==> src/rtl/pipe_pkg.sv <==
// Types and constants shared by the fetch unit and its program-counter register.
package pipe_pkg;

  typedef enum logic [1:0] {
    ST_REQ  = 2'd0,
    ST_WAIT = 2'd1,
    ST_HOLD = 2'd2,
    ST_KILL = 2'd3
  } fetch_state_e;

  localparam int unsigned PC_STEP_DEFAULT = 4;
  localparam logic [31:0] NOP_INSTR       = 32'h0000_0000;

endpackage

==> src/rtl/fetch_pc_reg.sv <==
// Program counter register: load (redirect) beats increment (emit), otherwise hold.
module fetch_pc_reg #(
  parameter int unsigned           PC_WIDTH = 32,
  parameter int unsigned           PC_STEP  = 4,
  parameter logic [PC_WIDTH-1:0]   RESET_PC = '0
) (
  input  logic                clk,
  input  logic                rst,
  input  logic                load,
  input  logic [PC_WIDTH-1:0] load_value,
  input  logic                incr,
  output logic [PC_WIDTH-1:0] pc,
  output logic [PC_WIDTH-1:0] pc_seq
);

  localparam logic [PC_WIDTH-1:0] STEP = PC_WIDTH'(PC_STEP);

  // Sum truncates to PC_WIDTH, so the top of the address space wraps to zero.
  assign pc_seq = pc + STEP;

  always_ff @(posedge clk or negedge rst) begin
    if (!rst) begin
      pc <= RESET_PC;
    end else if (load) begin
      pc <= load_value;
    end else if (incr) begin
      pc <= pc_seq;
    end
  end

endmodule

==> src/rtl/fetch_unit.sv <==
// Instruction fetch: one outstanding imem read, freeze buffering and redirect kill.
//
// state | meaning
// REQ   | request pc_reg on imem, waiting for imem_ready
// WAIT  | request accepted, waiting for imem_rvalid
// HOLD  | data returned under freeze, held in buffer until freeze drops
// KILL  | redirected while a read is in flight; swallow its rvalid
module fetch_unit
  import pipe_pkg::*;
#(
  parameter int unsigned         PC_WIDTH = 32,
  parameter int unsigned         PC_STEP  = PC_STEP_DEFAULT,
  parameter logic [PC_WIDTH-1:0] RESET_PC = '0
) (
  input  logic                clk,
  input  logic                rst,
  input  logic                freeze,
  input  logic                branch_taken,
  input  logic [PC_WIDTH-1:0] branch_addr,
  output logic                imem_req,
  output logic [PC_WIDTH-1:0] imem_addr,
  input  logic                imem_ready,
  input  logic                imem_rvalid,
  input  logic [31:0]         imem_rdata,
  output logic [PC_WIDTH-1:0] out_pc,
  output logic [31:0]         out_instruction,
  output logic                out_valid
);

  fetch_state_e        state_q, state_d;
  logic                started_q;
  logic [31:0]         buffer_q;
  logic [PC_WIDTH-1:0] pc_reg, pc_seq;
  logic                pc_load, emit, buf_load;
  logic [31:0]         emit_data;

  fetch_pc_reg #(
    .PC_WIDTH (PC_WIDTH),
    .PC_STEP  (PC_STEP),
    .RESET_PC (RESET_PC)
  ) u_pc (
    .clk        (clk),
    .rst        (rst),
    .load       (pc_load),
    .load_value (branch_addr),
    .incr       (emit),
    .pc         (pc_reg),
    .pc_seq     (pc_seq)
  );

  assign imem_addr = pc_reg;

  // started_q keeps the first cycle after reset release quiet on imem.
  always_ff @(posedge clk or negedge rst) begin
    if (!rst) begin
      state_q   <= ST_REQ;
      started_q <= 1'b0;
    end else begin
      state_q   <= state_d;
      started_q <= 1'b1;
    end
  end

  always_comb begin
    state_d = state_q;
    case (state_q)
      ST_REQ: begin
        if (started_q && !branch_taken && imem_ready) state_d = ST_WAIT;
      end
      ST_WAIT: begin
        if (branch_taken) state_d = imem_rvalid ? ST_REQ : ST_KILL;
        else if (imem_rvalid) state_d = freeze ? ST_HOLD : ST_REQ;
      end
      ST_HOLD: begin
        if (branch_taken || !freeze) state_d = ST_REQ;
      end
      ST_KILL: begin
        if (imem_rvalid) state_d = ST_REQ;
      end
      default: state_d = ST_REQ;
    endcase
  end

  always_comb begin
    imem_req  = 1'b0;
    pc_load   = 1'b0;
    emit      = 1'b0;
    buf_load  = 1'b0;
    emit_data = imem_rdata;
    case (state_q)
      ST_REQ: begin
        imem_req = started_q && !branch_taken;
        pc_load  = started_q && branch_taken;
      end
      ST_WAIT: begin
        pc_load  = branch_taken;
        emit     = !branch_taken && imem_rvalid && !freeze;
        buf_load = !branch_taken && imem_rvalid && freeze;
      end
      ST_HOLD: begin
        pc_load   = branch_taken;
        emit      = !branch_taken && !freeze;
        emit_data = buffer_q;
      end
      ST_KILL: begin
        pc_load = branch_taken;
      end
      default: ;
    endcase
  end

  always_ff @(posedge clk or negedge rst) begin
    if (!rst) begin
      buffer_q        <= NOP_INSTR;
      out_pc          <= '0;
      out_instruction <= NOP_INSTR;
      out_valid       <= 1'b0;
    end else begin
      out_valid <= emit;
      if (buf_load) buffer_q <= imem_rdata;
      if (emit) begin
        out_pc          <= pc_seq;
        out_instruction <= emit_data;
      end
    end
  end

endmodule

==> config.mk <==
export PLATFORM = sky130hd
export DESIGN_NAME = fetch_unit
export DESIGN_NICKNAME = d
export VERILOG_FILES = /design/src/rtl/pipe_pkg.sv /design/src/rtl/fetch_pc_reg.sv /design/src/rtl/fetch_unit.sv
export SDC_FILE = /design/constraint.sdc
export NUM_CORES = 1
export LEC_CHECK = 0
export ABC_CLOCK_PERIOD_IN_PS = 2390
export BUFFER_PORTS_ARGS = -buffer_cell sky130_fd_sc_hd__buf_2
export CORE_AREA = 2 2 138 140
export DETAILED_ROUTE_END_ITERATION = 8
export DIE_AREA = 0 0 140 142
export SETUP_SLACK_MARGIN = 0.4
export SLEW_MARGIN = 20
export SYNTH_ARGS = -nofsm -noshare
export SYNTH_HDL_FRONTEND = slang
export SYNTH_SLANG_ARGS = --single-unit
==> constraint.sdc <==
create_clock -name clk -period 2.39 [get_ports clk]
set_clock_uncertainty 0.05 [all_clocks]
set_input_delay 0.478 -clock clk [delete_from_list [all_inputs] [get_ports clk]]
set_output_delay 0.478 -clock clk [all_outputs]
set_load 0.1 [all_outputs]
==> qor.yml <==
status: "finished with violations"
violations: "design-rule violations"
fin_tns_setup_ns: 0
via_count: 4789
crit_arrival_ns: 1.52
slowest_stage: "dfrtp_1"
grt_pass1_vias: 4833
hp-class: "input pin to flip-flop"
required_ns: 1.86
grt-busiest-layer: "met2"
drtPass1Iterations: 8
synthTopCellsByArea: "dfrtp_1 (54%), mux2_2 (6.2%), nand2_1 (5.7%), mux2i_1 (5.2%), o21ai_0 (5.1%)"
dp_hpwl_mm: 10.6
setup.worst_path.start: "state_q[1]"
yosysSeqAreaShare_pct: 53.6
worst_setup_path_start_kind: "flip-flop"
ios: 168
start_util_pct: 33.4
critPathTopFamily: "flip-flops"
final_common_cell: "buf_2"
drcViolationCount: 18
layout_common_cells: "buf_2 (165), dfrtp_1 (108), nand2_1 (93)"
antenna_left: 0
wirelength_mm: 16.2
seqCellArea_mm2: 0.00335
multi_input_area_mm2: 0.00267
hp-start: "branch_addr[17]"
fin_crit_sh_pct: 85.7
grtUsageMet1_pct: 21.6
cts.reportedPaths.clkPinSlew_ns: 0.06
slowest_delay_ns: 0.42
tightest_slew_ns: 0.522
grt.overflow.total: 0
core-area_mm2: 0.0185
ys_warn_count: 0
path_cells: "inv_2, ha_4, nor3b_4, buf_12"
root_buffer: "clkbuf_16"
r2r-start: "state_q[1]"
grtUsageMet3_pct: 5.79
drive_gt1_share_pct: 40.9
die_h_um: 142
cts_buffers: 17
die_x_um: 140
synth_nets: 631
fill_cells: 1758
gr-usage-all-layers_pct: 16.6
rows: 50
hold_viol: 0
worstPathMaxFanout: 4
routedWlPerCell_um: 16.6
maxSlewHeadroom_pct: 65.4
period_minus_slack_ns: 2.05
criticalPathCategory: "flip-flop to output port"
clockBufferDepth: 2
synth_top_cell_area_share_pct: 53.6
worstPathBufferInverterCount: 2
syn_area_mm2: 0.00617
place.gp.congestion: 0.751
clock_sinks: 132
vias_per_cell: 4.90
htreeDepth: 4
avgSynthCellArea_um2: 11.1
rsz0062_at_grt: "true"
clock.fmax_mhz: 488
drt-initial-drc-count: 176
drv_cap: 0
setup_viol: 0
antenna_found_initial: 1
synth_cells: 556
syn_to_final_growth_pct: 31.1
clock_latency_ns: 0.42
cts_tree: "yes"
grt_max_degree: 65
die_area_mm2: 0.0199
grtUsageMet2_pct: 26.7
portBuffers: 167
report.final.slew_viol_count: 0
synth-seq-cells: 132
nNetsFinal: 805
grt_first_pass_wirelength_mm: 25.8
yosys.area.top_type: "dfrtp_1"
end_kind: "output port"
synth_cell_types: 54
through the flow:
step           hold WS, ns  worst slack, ns  utilization, %  instances  area (µm²)
2_1_floorplan        0.132            0.373               -        556        6240
3_3_place_gp         0.388           0.0688            39.5        933        7290
3_5_place_dp         0.395           0.0117            39.5        933        7290
4_1_cts              0.220            0.321            43.4        972        8010
5_1_grt              0.222            0.276            43.8        977        8080
6_report             0.231            0.341            43.8        978        8090
path summary, 6_finish.rpt:
path	endpoint	slack (ns)	cells past startpoint
max	imem_req	0.34	4
min	u_pc.pc[17]	0.23	3
max reg2reg	u_pc.pc[8]	0.49	8
min reg2reg	out_pc[1]	0.42	2
max in group asynchronous	out_instruction[31]	1.08	3
min in group asynchronous	buffer_q[6]	0.49	2
routing by layer:
layer,wire (µm),up-vias
met3,1000,12
met1,7530,2335
met5,0,-
met2,7550,123
li1,-,2319
met4,162,0
worst reg2reg max path: stages (launching register included):
cell and delay [ns]:
dfrtp_1 0.41, inv_2 0.08, ha_4 0.16, buf_4 0.14, a21boi_4 0.20, buf_6 0.19, or2_4 0.17, o21ai_0 0.09
a221o_1 0.31
cells in the mapped netlist, drive strengths merged:
library cell  instances
a21boi                1
a21o                  3
a21oi                 6
a221o                 9
a22oi                15
a32o                  1
a32oi                 2
and2                  2
and3                  7
and4                  1
buf                  25
bufbuf                1
clkbuf                9
conb                  1
dfrtp               132
dlygate4sd1           2
ha                    5
inv                   7
mux2                 34
mux2i                32
nand2                93
nand2b                1
nand3                14
nand3b                1
nand4                 9
nand4b                1
nor2                 11
nor2b                 1
nor3                  4
nor3b                 3
nor4                  6
o211ai                2
o21ai                81
o221ai                1
o311ai                3
o41ai                 1
or2                   2
xnor2                 9
xor2                 18
cell families (layout without fill, tap and decap cells):
| logic type | count (synthesis) | in the layout | share of synthesized area, % |
|---|---|---|---|
| buffers and inverters | 44 | 230 | 4.22 |
| and+or+nand+nor | 156 | 157 | 13.3 |
| other | 1 | 2 | 0.0608 |
| muxes | 66 | 66 | 11.4 |
| AOI/OAI and AO/OA | 125 | 125 | 12.6 |
| xor gates and xnor gates | 27 | 27 | 3.84 |
| DFF | 132 | 132 | 53.6 |
| adders and majority gates | 5 | 5 | 1.01 |
area by class of cell:
| class | instances | share of cell area, % |
|---|---|---|
| sequential | 132 | 41.4 |
| multi-input combinational | 381 | 33.0 |
| timing repair buffer | 191 | 14.5 |
| clock buffer | 21 | 5.69 |
| tap | 234 | 3.62 |
| clock inverter | 11 | 1.30 |
| inverter | 7 | 0.356 |
| antenna | 1 | 0.0309 |
what timing repair did:
action	CTS	global route
hold buffers	1	0
hold endpoints to repair	42	0
gates resized for setup	11	11
buffers inserted	4	4
pin swaps	3	5
endpoints found under the setup margin	42	25
cloned	2	1
Power is left out: the tool's default activity adds up to more than one toggle a clock period on the data nets, which glitch-free logic cannot reach.
